`config.mk`:
```
export PLATFORM = sky130hd
export DESIGN_NAME = vga_timing_gen
export DESIGN_NICKNAME = d
export VERILOG_FILES = /design/src/rtl/vga_timing_gen_pkg.sv /design/src/rtl/vga_sync_counter.sv /design/src/rtl/vga_timing_gen.sv
export SDC_FILE = /design/constraint.sdc
export NUM_CORES = 1
export LEC_CHECK = 0
export ABC_AREA = 0
export CAP_MARGIN = 20
export CORE_ASPECT_RATIO = 0.75
export CORE_MARGIN = 3
export CORE_UTILIZATION = 50
export DETAILED_ROUTE_END_ITERATION = 7
export PLACE_DENSITY = 0.84
export RECOVER_POWER = 25
export SLEW_MARGIN = 10
export SYNTH_ARGS = -nofsm -noshare
export SYNTH_HDL_FRONTEND = slang
export SYNTH_SLANG_ARGS = --single-unit
```
`constraint.sdc`:
```
create_clock -name clk -period 2.7 [get_ports clk]
set_input_delay 0.27 -clock clk [delete_from_list [all_inputs] [get_ports clk]]
set_output_delay 0.27 -clock clk [all_outputs]
set_load 0.02 [all_outputs]
```
`src/rtl/vga_timing_gen_pkg.sv`:
```
// Shared VGA types and default 640x480@60 timing, used by the generator RTL and its bench.
package VGA_item_pack;

  localparam int unsigned COLOR_WIDTH = 4;

  localparam int unsigned DEF_H_ACTIVE = 640;
  localparam int unsigned DEF_H_FP     = 16;
  localparam int unsigned DEF_H_SYNC   = 96;
  localparam int unsigned DEF_H_BP     = 48;
  localparam int unsigned DEF_V_ACTIVE = 480;
  localparam int unsigned DEF_V_FP     = 10;
  localparam int unsigned DEF_V_SYNC   = 2;
  localparam int unsigned DEF_V_BP     = 33;

  typedef struct packed {
    logic [COLOR_WIDTH-1:0] red;
    logic [COLOR_WIDTH-1:0] green;
    logic [COLOR_WIDTH-1:0] blue;
  } rgb_t;

  typedef enum logic [1:0] {
    PhActive,
    PhFront,
    PhSync,
    PhBack
  } phase_e;

  // Bar k lights the channels selected by its index bits, R on bit 2.
  function automatic rgb_t bar_colour(input logic [2:0] k);
    rgb_t c;
    c.red   = {COLOR_WIDTH{k[2]}};
    c.green = {COLOR_WIDTH{k[1]}};
    c.blue  = {COLOR_WIDTH{k[0]}};
    return c;
  endfunction

endpackage

```
`src/rtl/vga_sync_counter.sv`:
```
// Free-running horizontal/vertical position counters with per-axis blanking phase decode.
module vga_sync_counter
  import VGA_item_pack::*;
#(
  parameter int unsigned H_ACTIVE = DEF_H_ACTIVE,
  parameter int unsigned H_FP     = DEF_H_FP,
  parameter int unsigned H_SYNC   = DEF_H_SYNC,
  parameter int unsigned H_BP     = DEF_H_BP,
  parameter int unsigned V_ACTIVE = DEF_V_ACTIVE,
  parameter int unsigned V_FP     = DEF_V_FP,
  parameter int unsigned V_SYNC   = DEF_V_SYNC,
  parameter int unsigned V_BP     = DEF_V_BP,
  localparam int unsigned H_TOTAL = H_ACTIVE + H_FP + H_SYNC + H_BP,
  localparam int unsigned V_TOTAL = V_ACTIVE + V_FP + V_SYNC + V_BP,
  localparam int unsigned HCW     = $clog2(H_TOTAL),
  localparam int unsigned VCW     = $clog2(V_TOTAL)
) (
  input  logic           clk,
  input  logic           rst_n,
  output logic [HCW-1:0] h_cnt_o,
  output phase_e         h_phase_o,
  output phase_e         v_phase_o
);

  localparam logic [HCW-1:0] HLast      = HCW'(H_TOTAL - 1);
  localparam logic [HCW-1:0] HFrontBeg  = HCW'(H_ACTIVE);
  localparam logic [HCW-1:0] HSyncBeg   = HCW'(H_ACTIVE + H_FP);
  localparam logic [HCW-1:0] HBackBeg   = HCW'(H_ACTIVE + H_FP + H_SYNC);
  localparam logic [VCW-1:0] VLast      = VCW'(V_TOTAL - 1);
  localparam logic [VCW-1:0] VFrontBeg  = VCW'(V_ACTIVE);
  localparam logic [VCW-1:0] VSyncBeg   = VCW'(V_ACTIVE + V_FP);
  localparam logic [VCW-1:0] VBackBeg   = VCW'(V_ACTIVE + V_FP + V_SYNC);

  logic [HCW-1:0] h_cnt_q, h_cnt_d;
  logic [VCW-1:0] v_cnt_q, v_cnt_d;
  logic           h_wrap;

  always_comb begin
    h_wrap  = (h_cnt_q == HLast);
    h_cnt_d = h_wrap ? '0 : h_cnt_q + 1'b1;
    v_cnt_d = v_cnt_q;
    if (h_wrap) begin
      v_cnt_d = (v_cnt_q == VLast) ? '0 : v_cnt_q + 1'b1;
    end
  end

  always_ff @(posedge clk or negedge rst_n) begin
    if (!rst_n) begin
      h_cnt_q <= '0;
      v_cnt_q <= '0;
    end else begin
      h_cnt_q <= h_cnt_d;
      v_cnt_q <= v_cnt_d;
    end
  end

  always_comb begin
    if (h_cnt_q < HFrontBeg) begin
      h_phase_o = PhActive;
    end else if (h_cnt_q < HSyncBeg) begin
      h_phase_o = PhFront;
    end else if (h_cnt_q < HBackBeg) begin
      h_phase_o = PhSync;
    end else begin
      h_phase_o = PhBack;
    end
  end

  always_comb begin
    if (v_cnt_q < VFrontBeg) begin
      v_phase_o = PhActive;
    end else if (v_cnt_q < VSyncBeg) begin
      v_phase_o = PhFront;
    end else if (v_cnt_q < VBackBeg) begin
      v_phase_o = PhSync;
    end else begin
      v_phase_o = PhBack;
    end
  end

  assign h_cnt_o = h_cnt_q;

endmodule

```
`src/rtl/vga_timing_gen.sv`:
```
// VGA timing generator: sync counters, upstream pixel handshake and registered sync/RGB outputs.
// Define VGA_TEST_PATTERN_EN to add the pattern_en input and the 8-bar colour test pattern.
module vga_timing_gen
  import VGA_item_pack::*;
#(
  parameter int unsigned H_ACTIVE = DEF_H_ACTIVE,
  parameter int unsigned H_FP     = DEF_H_FP,
  parameter int unsigned H_SYNC   = DEF_H_SYNC,
  parameter int unsigned H_BP     = DEF_H_BP,
  parameter int unsigned V_ACTIVE = DEF_V_ACTIVE,
  parameter int unsigned V_FP     = DEF_V_FP,
  parameter int unsigned V_SYNC   = DEF_V_SYNC,
  parameter int unsigned V_BP     = DEF_V_BP
) (
  input  logic                     clk,
  input  logic                     rst_n,
`ifdef VGA_TEST_PATTERN_EN
  input  logic                     pattern_en,
`endif
  input  logic                     pix_valid,
  input  logic [3*COLOR_WIDTH-1:0] pix_data,
  output logic                     pix_ready,
  output logic                     HSync,
  output logic                     VSync,
  output logic [COLOR_WIDTH-1:0]   Red,
  output logic [COLOR_WIDTH-1:0]   Green,
  output logic [COLOR_WIDTH-1:0]   Blue,
  output logic                     underflow
);

  localparam int unsigned H_TOTAL = H_ACTIVE + H_FP + H_SYNC + H_BP;
  localparam int unsigned HCW     = $clog2(H_TOTAL);

  logic [HCW-1:0] h_cnt;
  phase_e         h_phase;
  phase_e         v_phase;
  logic           active;
  logic           pattern_on;
  rgb_t           bar_rgb;

  logic hsync_q, hsync_d;
  logic vsync_q, vsync_d;
  logic underflow_q, underflow_d;
  rgb_t rgb_q, rgb_d;

  vga_sync_counter #(
    .H_ACTIVE (H_ACTIVE),
    .H_FP     (H_FP),
    .H_SYNC   (H_SYNC),
    .H_BP     (H_BP),
    .V_ACTIVE (V_ACTIVE),
    .V_FP     (V_FP),
    .V_SYNC   (V_SYNC),
    .V_BP     (V_BP)
  ) u_sync_counter (
    .clk       (clk),
    .rst_n     (rst_n),
    .h_cnt_o   (h_cnt),
    .h_phase_o (h_phase),
    .v_phase_o (v_phase)
  );

`ifdef VGA_TEST_PATTERN_EN
  localparam int unsigned BarW = (H_ACTIVE >= 8) ? H_ACTIVE / 8 : 1;

  logic [2:0] bar_idx;

  assign bar_idx    = 3'(h_cnt / HCW'(BarW));
  assign bar_rgb    = bar_colour(bar_idx);
  assign pattern_on = pattern_en;
`else
  logic unused_h_cnt;

  assign unused_h_cnt = ^h_cnt;
  assign bar_rgb      = '0;
  assign pattern_on   = 1'b0;
`endif

  assign active = (h_phase == PhActive) && (v_phase == PhActive);

  // Gated by rst_n so the handshake is closed for the whole reset, not only after the first edge.
  assign pix_ready = rst_n && active && !pattern_on;

  always_comb begin
    hsync_d     = (h_phase != PhSync);
    vsync_d     = (v_phase != PhSync);
    rgb_d       = '0;
    underflow_d = 1'b0;
    if (active && pattern_on) begin
      rgb_d = bar_rgb;
    end else if (pix_ready) begin
      // A missing pixel is blanked and flagged; timing never waits for upstream.
      if (pix_valid) begin
        rgb_d = rgb_t'(pix_data);
      end else begin
        underflow_d = 1'b1;
      end
    end
  end

  always_ff @(posedge clk or negedge rst_n) begin
    if (!rst_n) begin
      hsync_q     <= 1'b1;
      vsync_q     <= 1'b1;
      rgb_q       <= '0;
      underflow_q <= 1'b0;
    end else begin
      hsync_q     <= hsync_d;
      vsync_q     <= vsync_d;
      rgb_q       <= rgb_d;
      underflow_q <= underflow_d;
    end
  end

  assign HSync     = hsync_q;
  assign VSync     = vsync_q;
  assign Red       = rgb_q.red;
  assign Green     = rgb_q.green;
  assign Blue      = rgb_q.blue;
  assign underflow = underflow_q;

endmodule

```
==> results of run 1 <==
## final cells by class
type | instances | area share
clock buffers | 7 | 0.03893
clock inverters | 1 | 0.01532
inverters | 3 | 0.005743
multi-input cells | 94 | 0.3140
flip-flops and latches | 35 | 0.4480
well taps | 36 | 0.02297
repair buffers | 31 | 0.1551
## kinds of logic (layout without fill, tap and decap cells)
group                      Yosys count  in the layout
xor gates and xnor gates            10             10
DFF                                 35             35
buffers and inverters               11             42
AOI/OAI and AO/OA                   15             15
adders and majority gates            3              3
and+or+nand+nor                     66             66
## flip-flops by register name, indices dropped and copies added (netlist names)
signal / cells
u_sync_counter.h_cnt_o: 10
u_sync_counter.v_cnt_q: 10
Blue: 4
Green: 4
Red: 4
HSync: 1
VSync: 1
underflow: 1
## path summary, 6_finish.rpt
check / from / to / slack [ns] / cells past startpoint
worst max-delay path: u_sync_counter.v_cnt_q[5] / pix_ready / 0.18 / 4
worst min-delay path: u_sync_counter.h_cnt_o[0] / u_sync_counter.h_cnt_o[0] / 0.49 / 1
worst max register to register: u_sync_counter.h_cnt_o[5] / u_sync_counter.v_cnt_q[9] / 0.54 / 4
worst min register to register: u_sync_counter.h_cnt_o[0] / u_sync_counter.h_cnt_o[0] / 0.49 / 1
max in group asynchronous: rst_n / u_sync_counter.v_cnt_q[7] / 0.66 / 2
min in group asynchronous: rst_n / u_sync_counter.h_cnt_o[5] / 1.00 / 2
## placed cells by master, fill, tap and decap left out, types with 2 or more instances in the layout
| cell type | n |
|---|---|
| dfrtp_1 | 33 |
| clkdlybuf4s50_1 | 29 |
| and3_1 | 14 |
| nand3_1 | 11 |
| nand2_1 | 9 |
| nor2_1 | 7 |
| xnor2_1 | 7 |
| o21ai_0 | 6 |
| nand4_1 | 5 |
| clkbuf_8 | 5 |
| xor2_1 | 3 |
| inv_1 | 3 |
| nor2b_1 | 3 |
| ha_1 | 3 |
| clkbuf_1 | 3 |
| dfstp_2 | 2 |
| and4_1 | 2 |
| and3_2 | 2 |
| a21oi_1 | 2 |
| and4b_1 | 2 |
| or3_1 | 2 |
## critical path: stages, from the launching register on
cell             delay, ns
dfrtp_1               0.43
and3_1                0.22
nand2_1               0.14
and4b_1               0.49
clkdlybuf4s50_1       0.69
## stage by stage
| step | setup slack (ns) | cell area (µm²) | utilization | total power, mW | std cells |
|---|---|---|---|---|---|
| floorplan | 0.6303 | 1545 | - | 0.5635 | 140 |
| CTS | 0.1897 | 1964 | 0.7059 | 1.063 | 207 |
| finish | 0.1816 | 1961 | 0.7046 | 1.052 | 207 |
| global placement | 0.5789 | 1858 | 0.6677 | 0.6119 | 199 |
| global route | 0.06007 | 1961 | 0.7046 | 1.097 | 207 |
| detailed placement | 0.5426 | 1858 | 0.6677 | 0.6134 | 199 |
## routing by layer
metal	vias to the layer above	global-route usage	part of all wire
li1	556	-	-
met1	565	0.2354	0.42
met2	49	0.2900	0.49
met3	10	0.04478	0.058
met4	0	0.1338	0.031
met5	-	0	0
## cells in the mapped netlist (all sizes together), types with 2 or more instances
library cell,number
dfrtp,33
nand2,9
xnor2,7
inv,3
or3,3
clkbuf,5
nand3,11
buf,3
o21ai,6
a21oi,2
and4b,2
xor2,3
and3,16
dfstp,2
nand4,5
nor2b,3
ha,3
nor2,7
and4,2
## power by group through the flow
stage	clock network, mW	registers [mW]	logic [mW]
2_1_floorplan	0	0.554	0.00956
3_3_place_gp	0	0.544	0.0684
3_5_place_dp	0	0.544	0.0696
4_1_cts	0.459	0.534	0.0701
5_1_grt	0.490	0.534	0.0737
6_report	0.450	0.534	0.0678
==> metrics, run 1 <==
status=finished, violations left; failing checks=capacitance limit, slew limit; Power Density=536.4 nW/µm²; initial antenna violation count=0; post-synthesis xor/xnor area fraction=0.05668; vias in the first global route=1080; Comb pwr share=0.064; top cells by area, synth=dfrtp_1 (53%), and3_1 (5.7%), xnor2_1 (4.0%); Yosys warnings=0; area occupied by multi-input gates=615.6 µm²; Num CTS Buffers=5; largest family of logic cells by synthesized area=simple AND/OR/NAND/NOR gates; Fill cells=198; Die H=54.15 µm; Tightest Hold Check Type=flop to flop; Initial Util=0.5553; worst hold slack=0.4936 ns; GPL Wtd Cong=0.7902; largest net degree at the start of global routing=36; final net count=188; FP Rows=16; post-synthesis async set-or-reset flop share=1.000; Clock transition at path regs=0.07 ns; # hold bufs at CTS=0; Simple-Gate Fraction of Synth Area=0.2559; first-pass GRT wire length=5119 µm; Max Transition Viols Final=36; Detailed Place HPWL=2305 µm; final period utilization=0.9327; Clock Path Buffers=2; adder and majority cell fraction of the synthesized area=0.02429; Synth Instances=140; worst path arrival time=2.25 ns; final critical-path required period=2.518 ns; part of the power in the clock network=0.428; # H-tree levels=2; post_cts resized=0; maximum vdd drop=0.3795 mV; post-synthesis cell area=1545 µm²; slew margin rel.=-0.1735; postcts setup bufs=0; DR WL/cell=15.40 µm; synth unique cells=37; Psw=208.1 µW; internal power=843.5 µW; setup TNS=0 ns; Net Sw Frac=0.1979; TritonCTS clock tree=done; worst clock skew=0.01148 ns; # setup viols final=0; unrepaired setup endpoints after global routing=no; DRT iter0 DRCs=77; via count=1180; Core Area=2783 µm²; total grt overflow=0; Horiz. Die Dim=70.19 µm; Max Freq=397.1 MHz; Area growth, synth to finish=26.88%; Pre-antenna DRT Iters=5; Yosys reg bits=35; post-route ant nets=0; gr usage total=0.1870; WP data required=2.43 ns; I/O pin cnt=31; top_reg_cell synth=dfrtp_1; root buf cell=clkbuf_8; Final Hold Fails=0; Worst setup EP type=output pin; FF+latch area=878.3 µm²; measured slew at the worst slew-check pin=1.760 ns; Ant. Diodes=0; crit path kind=flop to output pin; mux contribution to synthesized area=0; Post-route DRC=0; vias per cell=5.700; post-synthesis compound-gate area fraction=0.06154; worst-path maximum fanout=14; P_leak=0.8843 nW; Synth top area share=0.5344; max_cap viols=1; I/O Buffers=30; routed wire length=3187 µm; Post-synth EDFFs=0; layout cell share with drive strength beyond 1=0.08187; syn_area_per_cell=11.04 µm²; Worst setup SP type=flop; post-synthesis sequential area ratio=0.5684; cell taking the most area after synthesis=dfrtp_1; Synth Net Count=158; Worst-Skew Late Latency=0.29 ns; die area=3800 µm²; Clock Sink Count=35; sequential share of power=0.508
Power figures use the tool's default switching activity.
==> run 2, diff against run 1 <==
--- a/config.mk
+++ b/config.mk
@@ -9,11 +9,12 @@
 export CAP_MARGIN = 20
 export CORE_ASPECT_RATIO = 0.75
 export CORE_MARGIN = 3
-export CORE_UTILIZATION = 50
+export CORE_UTILIZATION = 52
 export DETAILED_ROUTE_END_ITERATION = 7
-export PLACE_DENSITY = 0.84
+export PLACE_DENSITY = 0.76
 export RECOVER_POWER = 25
 export SLEW_MARGIN = 10
 export SYNTH_ARGS = -nofsm -noshare
 export SYNTH_HDL_FRONTEND = slang
+export SYNTH_HIERARCHICAL = 1
 export SYNTH_SLANG_ARGS = --single-unit
==> metrics, run 2 <==
status=finished, violations left (unchanged); failing checks=capacitance limit, slew limit (unchanged); Post-synth EDFFs=0 (unchanged); routed wire length=3743 µm (was 3187 µm); Num CTS Buffers=5 (unchanged); worst path arrival time=2.23 ns (was 2.25 ns); Pwr Total=1.023 mW (was 1.052 mW); GPL Wtd Cong=0.7489 (was 0.7902); Tightest Hold Check Type=flop to flop (unchanged); Post-synth top cells=dfrtp_1 (33), nand2_1 (21), nor2_1 (11) (was dfrtp_1 (33), and3_1 (14), nand3_1 (11)); # H-tree levels=2 (unchanged); leading cell types in the layout, fill and taps excluded=dfrtp_1 (33), clkdlybuf4s50_1 (28), nand2_1 (21) (was dfrtp_1 (33), clkdlybuf4s50_1 (29), and3_1 (14)); post-route ant nets=0 (unchanged); Net Sw Frac=0.2156 (was 0.1979); R2R cell count=6 (was 4); postcts setup bufs=0 (unchanged); # hold bufs at CTS=0 (unchanged); Initial Util=0.5671 (was 0.5553); Worst setup EP type=output pin (unchanged); worst hold slack=0.4930 ns (was 0.4936 ns); DR WL/cell=16.06 µm (was 15.40 µm); layout cell share with drive strength beyond 1=0.1590 (was 0.08187); I/O pin cnt=31 (unchanged); via count=1340 (was 1180); sequential share of power=0.522 (was 0.508); vias in the first global route=1371 (was 1080); Synth top area share=0.4721 (was 0.5344); post-synthesis cell area=1749 µm² (was 1545 µm²); worst clock skew=0.003291 ns (was 0.01148 ns); top cells by area, synth=dfrtp_1 (47%), nor4_2 (5.0%), nand2_1 (4.5%) (was dfrtp_1 (53%), and3_1 (5.7%), xnor2_1 (4.0%)); max_cap viols=1 (unchanged); Max Freq=400.2 MHz (was 397.1 MHz); maximum vdd drop=0.3253 mV (was 0.3795 mV); Clock Sink Count=35 (unchanged); slew margin rel.=-0.2404 (was -0.1735); Die H=56.23 µm (was 54.15 µm); largest net degree at the start of global routing=36 (unchanged); Area growth, synth to finish=24.25% (was 26.88%); Worst-Skew Late Latency=0.28 ns (was 0.29 ns); I/O Buffers=30 (unchanged); Clock transition at path regs=0.07 ns (about the same); Post-route DRC=0 (unchanged); Comb pwr share=0.077 (was 0.064); worst-path maximum fanout=6 (was 14); dpl cells=225 (was 199); unrepaired setup endpoints after global routing=no (unchanged); final critical-path required period=2.499 ns (was 2.518 ns); total grt overflow=0 (unchanged); Worst setup SP type=flop (unchanged); WP data required=2.43 ns (about the same); Yosys warnings=6 (was 0); Synth Instances=160 (was 140); Horiz. Die Dim=72.97 µm (was 70.19 µm); FP Rows=17 (was 16); vias per cell=5.751 (was 5.700); Non-Filler Instances=233 (was 207); r2r setup slk=0.65 ns (was 0.54 ns); die area=4103 µm² (was 3800 µm²); DRT iter0 DRCs=114 (was 77); Synth Net Count=178 (was 158); internal power=802.7 µW (was 843.5 µW); Power Density=470.9 nW/µm² (was 536.4 nW/µm²); Ant. Diodes=0 (unchanged); first-pass GRT wire length=6617 µm (was 5119 µm); cell with the most instances after synthesis=dfrtp_1 (unchanged); P_leak=0.9617 nW (was 0.8843 nW); # setup viols final=0 (unchanged); final net count=212 (was 188); crit path kind=flop to output pin (unchanged); post-synthesis sequential area ratio=0.5021 (was 0.5684); Hold Crit Depth=1 (unchanged); post_cts resized=1 (was 0); synth unique cells=46 (was 37); measured slew at the worst slew-check pin=1.861 ns (was 1.760 ns); gr usage total=0.2102 (was 0.1870); part of the power in the clock network=0.401 (was 0.428); top_reg_cell synth=dfrtp_1 (unchanged); commonest non-fill, non-tap cell in the layout=dfrtp_1 (unchanged); Detailed Place HPWL=2659 µm (was 2305 µm); Core Area=3084 µm² (was 2783 µm²); post-synthesis async set-or-reset flop share=1.000 (unchanged); Final Hold Fails=0 (unchanged); setup TNS=0 ns (unchanged); Yosys reg bits=35 (unchanged); cell taking the most area after synthesis=dfrtp_1 (unchanged); Psw=220.7 µW (was 208.1 µW); initial antenna violation count=0 (unchanged); Clock Path Buffers=2 (unchanged); root buf cell=clkbuf_8 (unchanged); Pre-antenna DRT Iters=4 (was 5); Max Transition Viols Final=36 (unchanged); final period utilization=0.9254 (was 0.9327); TritonCTS clock tree=done (unchanged); syn_area_per_cell=10.93 µm² (was 11.04 µm²)
-- run 2: layout make-up --
type,count,area (µm²)
fill,226,910.9
sequential,35,878.3
multi-input combinational,112,792.0
timing repair buffer,36,340.3
clock buffer,8,100.1
tap,38,47.55
inverter,4,15.01
-- run 2: power groups by stage --
stage / clock, mW / combinational, mW / sequential (mW)
6_report: 0.410 / 0.0790 / 0.534
5_1_grt: 0.446 / 0.0860 / 0.534
4_1_cts: 0.421 / 0.0814 / 0.534
3_5_place_dp: 0 / 0.0813 / 0.544
3_3_place_gp: 0 / 0.0799 / 0.543
2_1_floorplan: 0 / 0.0213 / 0.554
-- run 2: path summary, 6_finish.rpt --
path | startpoint | end
worst max-delay path | u_sync_counter/h_cnt_o[5] | pix_ready
worst min-delay path | u_sync_counter/h_cnt_o[0] | u_sync_counter/h_cnt_o[0]
worst max register to register | u_sync_counter/h_cnt_o[5] | Red[1]
worst min register to register | u_sync_counter/h_cnt_o[0] | u_sync_counter/h_cnt_o[0]
max in group asynchronous | rst_n | u_sync_counter/v_cnt_q[6]
min in group asynchronous | rst_n | u_sync_counter/h_cnt_o[2]
-- run 2: cell families (layout without fill, tap and decap cells) --
family                     after synthesis  in the layout  share of synthesized area
and+or+nand+nor                         78             78                     0.2897
DFF                                     35             35                     0.5021
AOI/OAI and AO/OA                       18             18                    0.07296
buffers and inverters                   13             48                    0.04506
xor gates and xnor gates                10             10                    0.05007
adders and majority gates                3              3                    0.02146
muxes                                    3              3                    0.01860
-- run 2: metrics by stage --
step / utilization / setup slack [ns] / area [µm²]
global route: 0.7047 / 0.07647 / 2173
CTS: 0.7059 / 0.1869 / 2177
global placement: 0.6738 / 0.2530 / 2078
floorplan: - / 0.2492 / 1749
finish: 0.7047 / 0.2014 / 2173
detailed placement: 0.6738 / 0.2344 / 2078
-- run 2: worst max-delay path, stage by stage, from the launching register on --
cell           delay [ns]
dfrtp_1              0.43
or2_1                0.26
o21a_1               0.18
o21a_1               0.17
or3b_1               0.39
nor3_1               0.16
dlygate4sd2_1        0.36
-- run 2: routing by layer --
layer | part of all wire | global-route usage | vias to the layer above
li1 | - | - | 638
met5 | 0 | 0 | -
met1 | 0.46 | 0.2874 | 661
met4 | 0.014 | 0.06316 | 0
met2 | 0.48 | 0.3098 | 34
met3 | 0.048 | 0.07762 | 7
